==> config.mk <==
export PLATFORM = sky130hd
export DESIGN_NAME = acc_seq_control_unit
export DESIGN_NICKNAME = d
export VERILOG_FILES = /design/src/rtl/acc_pkg.sv /design/src/rtl/acc_cycle_counter.sv /design/src/rtl/acc_seq_control_unit.sv
export SDC_FILE = /design/constraint.sdc
export NUM_CORES = 1
export LEC_CHECK = 0
export CORE_AREA = 3 3 151 153
export DETAILED_ROUTE_END_ITERATION = 8
export DIE_AREA = 0 0 154 156
export PLACE_DENSITY_LB_ADDON = 0.15
export SLEW_MARGIN = 30
export SYNTH_ARGS = -nofsm -noshare
export SYNTH_HDL_FRONTEND = slang
export SYNTH_SLANG_ARGS = --single-unit
==> constraint.sdc <==
create_clock -name clk -period 2.9 [get_ports clk]
set_input_delay 0.58 -clock clk [delete_from_list [all_inputs] [get_ports clk]]
set_output_delay 0.58 -clock clk [all_outputs]
set_load 0.01 [all_outputs]
==> src/rtl/acc_pkg.sv <==
// Shared types and constants for the hash accelerator sequencer: FSM states,
// ACB status codes, control-word bit positions and the digest offset.
package acc_pkg;

  typedef enum logic [3:0] {
    IDLE,
    RD_BLK,
    WR_BUSY,
    INIT,
    UPD1,
    HASH,
    UPD2,
    NEXT,
    WR_HASH,
    WR_STAT
  } state_t;

  localparam logic [31:0] STAT_BUSY    = 32'h5;
  localparam logic [31:0] STAT_DONE    = 32'h2;
  localparam logic [31:0] STAT_ABORT   = 32'h12;
  localparam logic [31:0] STAT_TIMEOUT = 32'hA;

  localparam int CTRL_START  = 0;
  localparam int CTRL_DOUBLE = 1;
  localparam int CTRL_ABORT  = 3;

  localparam int DIGEST_OFS = 8;

  localparam logic [2:0] SEL_DIGEST = 3'd7;

endpackage

==> src/rtl/acc_cycle_counter.sv <==
// Free-running cycle counter with synchronous clear; clear wins over enable.
// Count is registered, so a clear is visible on the following cycle.
module acc_cycle_counter #(
  parameter int W = 8
) (
  input  logic         clk,
  input  logic         rst_n,
  input  logic         clr,
  input  logic         en,
  output logic [W-1:0] count
);

  always_ff @(posedge clk) begin
    if (!rst_n || clr) begin
      count <= '0;
    end else if (en) begin
      count <= count + W'(1);
    end
  end

endmodule

==> src/rtl/acc_seq_control_unit.sv <==
// Sequencer for the hash accelerator: snoops the CPU control write, fetches blocks,
// drives scheduler/compressor, writes the digest and status back via the arbiter.
module acc_seq_control_unit
  import acc_pkg::*;
#(
  parameter int                ADDR_W      = 16,
  parameter int                DATA_W      = 32,
  parameter int                BLOCK_W     = 512,
  parameter logic [ADDR_W-1:0] HCB_START   = 16'h1000,
  parameter logic [ADDR_W-1:0] ACB_START   = 16'h5000,
  parameter int                NUM_BLOCKS  = 2,
  parameter int                HASH_ROUNDS = 64,
  parameter int                TIMEOUT     = 1024
) (
  input  logic                             clk,
  input  logic                             rst_n,
  input  logic                             listen_en,
  input  logic [ADDR_W-1:0]                listen_addr,
  input  logic [DATA_W-1:0]                listen_data,
  input  logic                             rd_valid,
  input  logic                             wr_done,
  input  logic [255:0]                     cm_out,
  output logic                             rd_en,
  output logic [ADDR_W-1:0]                rd_addr,
  output logic                             wr_en,
  output logic [ADDR_W-1:0]                wr_addr,
  output logic [DATA_W-1:0]                wr_data,
  output logic                             ms_init,
  output logic                             ms_enable,
  output logic                             cm_rst_hash_n,
  output logic                             cm_update_A_H,
  output logic                             cm_update_H0_7,
  output logic                             cm_is_hashing,
  output logic [$clog2(HASH_ROUNDS):0]     cm_cycle_count,
  output logic [2:0]                       msg_sel,
  output logic                             hash_done
);

  localparam int BLOCK_B = BLOCK_W / 8;
  localparam int CC_W    = $clog2(HASH_ROUNDS) + 1;
  localparam int WD_W    = $clog2(TIMEOUT + 1);

  state_t              state_q, state_d;
  logic [2:0]          blk_q, blk_d;
  logic [2:0]          word_q, word_d;
  logic                dbl_q, dbl_d;
  logic                dig_pass_q, dig_pass_d;
  logic [DATA_W-1:0]   stat_q, stat_d;
  logic [CC_W-1:0]     round_cnt;
  logic [WD_W-1:0]     wd_cnt;
  logic                ctrl_wr, abort, wd_expired, last_round;
  logic                round_clr, round_en, wd_clr, wd_en;
  logic                unused_ok;

  assign ctrl_wr    = listen_en && (listen_addr == ACB_START);
  assign abort      = ctrl_wr && listen_data[CTRL_ABORT];
  assign wd_expired = (wd_cnt == WD_W'(TIMEOUT - 1));
  assign last_round = (round_cnt == CC_W'(HASH_ROUNDS - 1));
  assign unused_ok  = ^{listen_data[DATA_W-1:CTRL_ABORT+1], listen_data[CTRL_ABORT-1]};

  // Round counter only runs while staying in HASH, so it reads 0 on entry.
  assign round_clr = (state_d != HASH);
  assign round_en  = (state_q == HASH);

  // Watchdog restarts on every state change and on each committed digest word.
  assign wd_clr = (state_d != state_q) || ((state_q == WR_HASH) && wr_done);
  assign wd_en  = (state_q == RD_BLK) || (state_q == WR_BUSY) || (state_q == WR_HASH);

  acc_cycle_counter #(.W(CC_W)) u_round_cnt (
    .clk   (clk),
    .rst_n (rst_n),
    .clr   (round_clr),
    .en    (round_en),
    .count (round_cnt)
  );

  acc_cycle_counter #(.W(WD_W)) u_wd_cnt (
    .clk   (clk),
    .rst_n (rst_n),
    .clr   (wd_clr),
    .en    (wd_en),
    .count (wd_cnt)
  );

  assign cm_cycle_count = round_cnt;
  assign msg_sel        = dig_pass_q ? SEL_DIGEST : blk_q;

  always_ff @(posedge clk) begin
    if (!rst_n) begin
      state_q    <= IDLE;
      blk_q      <= '0;
      word_q     <= '0;
      dbl_q      <= 1'b0;
      dig_pass_q <= 1'b0;
      stat_q     <= '0;
    end else begin
      state_q    <= state_d;
      blk_q      <= blk_d;
      word_q     <= word_d;
      dbl_q      <= dbl_d;
      dig_pass_q <= dig_pass_d;
      stat_q     <= stat_d;
    end
  end

  always_comb begin
    state_d        = state_q;
    blk_d          = blk_q;
    word_d         = word_q;
    dbl_d          = dbl_q;
    dig_pass_d     = dig_pass_q;
    stat_d         = stat_q;
    rd_en          = 1'b0;
    rd_addr        = '0;
    wr_en          = 1'b0;
    wr_addr        = '0;
    wr_data        = '0;
    ms_init        = 1'b0;
    ms_enable      = 1'b0;
    cm_rst_hash_n  = 1'b1;
    cm_update_A_H  = 1'b0;
    cm_update_H0_7 = 1'b0;
    cm_is_hashing  = 1'b0;
    hash_done      = 1'b0;

    case (state_q)
      IDLE: begin
        if (ctrl_wr && listen_data[CTRL_START]) begin
          state_d    = RD_BLK;
          blk_d      = '0;
          word_d     = '0;
          dig_pass_d = 1'b0;
          dbl_d      = listen_data[CTRL_DOUBLE];
        end
      end
      RD_BLK: begin
        rd_en   = 1'b1;
        rd_addr = HCB_START + ADDR_W'(blk_q) * ADDR_W'(BLOCK_B);
        if (rd_valid) begin
          state_d = (blk_q == 3'd0) ? WR_BUSY : UPD1;
        end else if (wd_expired) begin
          state_d = WR_STAT;
          stat_d  = DATA_W'(STAT_TIMEOUT);
        end
      end
      WR_BUSY: begin
        wr_en   = 1'b1;
        wr_addr = ACB_START;
        wr_data = DATA_W'(STAT_BUSY);
        if (wr_done) begin
          state_d = INIT;
        end else if (wd_expired) begin
          state_d = WR_STAT;
          stat_d  = DATA_W'(STAT_TIMEOUT);
        end
      end
      INIT: begin
        cm_rst_hash_n = (blk_q != 3'd0);
        state_d       = UPD1;
      end
      UPD1: begin
        cm_update_A_H = 1'b1;
        ms_init       = 1'b1;
        state_d       = HASH;
      end
      HASH: begin
        cm_is_hashing = 1'b1;
        ms_enable     = 1'b1;
        if (last_round) state_d = UPD2;
      end
      UPD2: begin
        cm_update_H0_7 = 1'b1;
        state_d        = NEXT;
      end
      NEXT: begin
        if (!dig_pass_q && (blk_q < 3'(NUM_BLOCKS - 1))) begin
          blk_d   = blk_q + 3'd1;
          state_d = RD_BLK;
        end else if (dbl_q && !dig_pass_q) begin
          dig_pass_d = 1'b1;
          state_d    = UPD1;
        end else begin
          word_d  = '0;
          state_d = WR_HASH;
        end
      end
      WR_HASH: begin
        wr_en   = 1'b1;
        wr_addr = ACB_START + ADDR_W'(DIGEST_OFS) + ADDR_W'(word_q) * ADDR_W'(DATA_W / 8);
        wr_data = DATA_W'(cm_out[{word_q, 5'b0} +: 32]);
        if (wr_done) begin
          if (word_q == 3'd7) begin
            word_d  = '0;
            state_d = WR_STAT;
            stat_d  = DATA_W'(STAT_DONE);
          end else begin
            word_d = word_q + 3'd1;
          end
        end else if (wd_expired) begin
          word_d  = '0;
          state_d = WR_STAT;
          stat_d  = DATA_W'(STAT_TIMEOUT);
        end
      end
      WR_STAT: begin
        wr_en   = 1'b1;
        wr_addr = ACB_START;
        wr_data = stat_q;
        if (wr_done) begin
          hash_done  = 1'b1;
          state_d    = IDLE;
          blk_d      = '0;
          dig_pass_d = 1'b0;
          dbl_d      = 1'b0;
        end
      end
      default: state_d = IDLE;
    endcase

    // Abort beats any handshake completing in the same cycle.
    if (abort && (state_q != IDLE) && (state_q != WR_HASH) && (state_q != WR_STAT)) begin
      state_d = WR_STAT;
      stat_d  = DATA_W'(STAT_ABORT);
      word_d  = '0;
    end
  end

endmodule

==> results.json <==
{
  "max_freq_mhz": 354,
  "syn_inst": 560,
  "post_synth_num_cell_types": 63,
  "r2r_start": "state_q[3]",
  "die_h_um": 156,
  "largest_cells_by_area_after_synthesis": "sky130_fd_sc_hd__mux4_2 (27%), sky130_fd_sc_hd__dfxtp_1 (23%), sky130_fd_sc_hd__mux2i_1 (6.5%)",
  "cts.root.buffer_cell": "sky130_fd_sc_hd__clkbuf_16",
  "regArea_sq_mm": 0.00125,
  "fraction_of_synthesis_flops_using_an_asynchronous_set_or_reset_pin_pct": 0,
  "multiInputGateArea_sq_mm": 0.00384,
  "io_buffer_count": 340,
  "post-route-util_pct": 44.7,
  "power_density_mw_per_mm2": 267,
  "number_of_global_route_vias_before_repair": 5894,
  "wl_per_cell_um": 19.1,
  "first_iter_violations": 214,
  "synth_seq_cells": 62,
  "post_synth_edffs": 0,
  "fillers": 2089,
  "cts_hold_repair.buffers": 0,
  "launching_element_type_of_the_critical_path": "flip-flop",
  "synth_top_cell_by_area": "sky130_fd_sc_hd__mux4_2",
  "die_width_um": 154,
  "route.detailed.vias_per_inst": 4.70,
  "crit_required_ns": 2.32,
  "synth_flop_cell": "sky130_fd_sc_hd__dfxtp_1",
  "fin_worst_hold_slack_ns": 0.449,
  "end_kind": "primary output",
  "total_via_count_in_the_routed_design": 5631,
  "combinational_family_with_the_most_area_after_synthesis": "multiplexers",
  "maxCapViolations": 0,
  "h-tree-depth": 3,
  "place_hpwl_um": 19000,
  "worst_ir_drop_vdd_mv": 0.260,
  "antenna_left": 0,
  "detailedRoute.firstPassIterationCount": 4,
  "cts_buffers": 9,
  "report.final.slew_viol_count": 0,
  "gp_congestion": 0.815,
  "clockBufferDepth": 2,
  "path_clk_slew_ns": 0.05,
  "avgSynthCellArea_sq_um": 9.68,
  "grt_first_pass_wirelength_um": 33900,
  "track_usage_pct": 18.2,
  "yosys.area_share.adder_pct": 1.62,
  "fp.coreArea_sq_mm": 0.0217,
  "synth.mux.area_fraction_pct": 33.5,
  "setup_repair_after_global_routing_missed_its_margin": "yes",
  "syn-cell-area_sq_mm": 0.00542,
  "post-route-period-util_pct": 97.4,
  "post_synth_and_or_nand_nor_area_fraction_pct": 21.7,
  "fin_crit_ns": 2.83,
  "finalSetupViolCount": 0,
  "grt_start_max_net_pins": 36,
  "clock_latency_ns": 0.33,
  "portion_of_the_post_synthesis_area_used_by_sequential_elements_pct": 22.9,
  "cp_max_fo": 12,
  "post_synth_xor_area_fraction_pct": 2.91,
  "worst_setup_margin_ns": 0.0743,
  "synth_warn": 0,
  "gr-total-overflow": 0,
  "n_antenna_cell": 0,
  "min-delay-start": "stat_q[0]",
  "netlist_top_cells_count": "sky130_fd_sc_hd__mux4_2 (64), sky130_fd_sc_hd__dfxtp_1 (62), sky130_fd_sc_hd__nand2_1 (55), sky130_fd_sc_hd__nor2_1 (36)",
  "pin_count": 392,
  "worst_pin_slew_ns": 0.546,
  "leakagePower_uw": 0.00370,
  "yosys.cell_count.top_type": "sky130_fd_sc_hd__mux4_2",
  "antenna_found_initial": 1,
  "worst_clock_skew_ns": 0.00655,
  "preCtsSetupSlack_ns": -0.350,
  "outcome": "finished clean",
  "dieArea_sq_mm": 0.0240,
  "hold_path_class": "flip-flop to flip-flop",
  "hold_viol": 0,
  "criticalPathCategory": "flip-flop to primary output",
  "setup-tns-final_ns": 0,
  "routed_wl_um": 22900,
  "drive_gt1_share_pct": 17.2,
  "synth_compound_gate_area_share_pct": 9.07,
  "detail_route.drc_violations": 0,
  "finalNetCount": 1228,
  "cts.sinks": 62,
  "worst_case_headroom_to_the_max_slew_limit_pct": 63.5,
  "cts_tree": "yes",
  "syn_to_final_growth_pct": 78.9,
  "yosysTopAreaCellShare_pct": 26.6,
  "crit_arrival_ns": 2.25,
  "placement_rows": 54,
  "floorplan.initialDensity_pct": 25.0,
  "startpoint": "word_q[0]"
}
==> final timing paths <==
| path | end | slack [ns] | depth (start not counted) |
|---|---|---|---|
| setup reg to reg | u_wd_cnt.count[10] | 0.44 | 8 |
| hold reg to reg | stat_q[0] | 0.45 | 1 |
| hold / removal | stat_q[0] | 0.45 | 1 |
| setup / recovery | wr_data[27] | 0.07 | 5 |
==> cell type report <==
| cell class | instances | area share [%] |
|---|---|---|
| timing repair buffer | 390 | 40.0 |
| multi-input combinational | 438 | 39.6 |
| sequential | 62 | 12.9 |
| tap | 280 | 3.61 |
| clock buffer | 12 | 2.44 |
| clock inverter | 4 | 0.981 |
| inverter | 11 | 0.426 |
==> cell families after synthesis <==
group                      Yosys count
xor gates and xnor gates            18
DFF                                 62
other                                1
buffers and inverters               81
adders and majority gates            7
and+or+nand+nor                    213
muxes                              101
AOI/OAI and AO/OA                   77
==> power breakdown <==
group          internal [uW]  switching, uW
Clock                    839            389
Sequential               850       0.000469
Combinational            399            112
==> state kept, by name (all words and copies together) (netlist names) <==
name and cells:
state_q 4, dig_pass_q 1, dbl_q 1, blk_q 3, u_wd_cnt.count 11, word_q 3
u_round_cnt.count 7, stat_q 32
==> stage by stage <==
step,instances,total power (uW),cell area [sq um]
detailed placement,1168,1380,9170
CTS,1189,2620,9590
finish,1197,2590,9690
global placement,1168,1380,9170
floorplan,581,1000,5500
global route,1197,2680,9690
==> cells in the final DEF, fill, tap and decap left out, types with 7 or more instances in the layout <==
cell and count:
sky130_fd_sc_hd__buf_4 41, sky130_fd_sc_hd__nor2b_1 9, sky130_fd_sc_hd__mux2i_1 34, sky130_fd_sc_hd__and2_1 33, sky130_fd_sc_hd__dlymetal6s2s_1 7, sky130_fd_sc_hd__nor4_1 8, sky130_fd_sc_hd__xor2_1 14, sky130_fd_sc_hd__conb_1 22
sky130_fd_sc_hd__and3_1 7, sky130_fd_sc_hd__ha_1 7, sky130_fd_sc_hd__inv_1 10, sky130_fd_sc_hd__clkdlybuf4s50_1 311, sky130_fd_sc_hd__nand2_1 55, sky130_fd_sc_hd__o21ai_0 34, sky130_fd_sc_hd__a21oi_1 9, sky130_fd_sc_hd__dfxtp_1 58
sky130_fd_sc_hd__nor2_1 34, sky130_fd_sc_hd__mux4_2 64, sky130_fd_sc_hd__nor3_2 10, sky130_fd_sc_hd__nor3_1 13, sky130_fd_sc_hd__nand3_1 9, sky130_fd_sc_hd__dlygate4sd2_1 15, sky130_fd_sc_hd__clkbuf_16 9
==> critical path, cell delays in order, from the launching register on <==
cell                              delay, ns
sky130_fd_sc_hd__dfxtp_4               0.46
sky130_fd_sc_hd__buf_12                0.19
sky130_fd_sc_hd__mux4_2                0.52
sky130_fd_sc_hd__mux2i_1               0.13
sky130_fd_sc_hd__o21ai_0               0.09
sky130_fd_sc_hd__clkdlybuf4s50_1       0.52
==> layer usage <==
layer	wire [um]	GRT usage (%)	part of all wire (%)	vias up
met4	362	4.08	1.6	2
met2	12200	34.0	53	183
met1	8880	20.9	39	2684
li1	-	-	-	2739
met5	7	0	0.031	-
met3	1460	4.77	6.4	23
==> repair_timing <==
item,4_1_cts,5_1_grt
setup endpoints to repair,34,16
cloned,1,0
pin swaps,2,0
gates resized for setup,41,15
setup buffers,4,8
No activity file was read; power rests on OpenSTA's default activity.
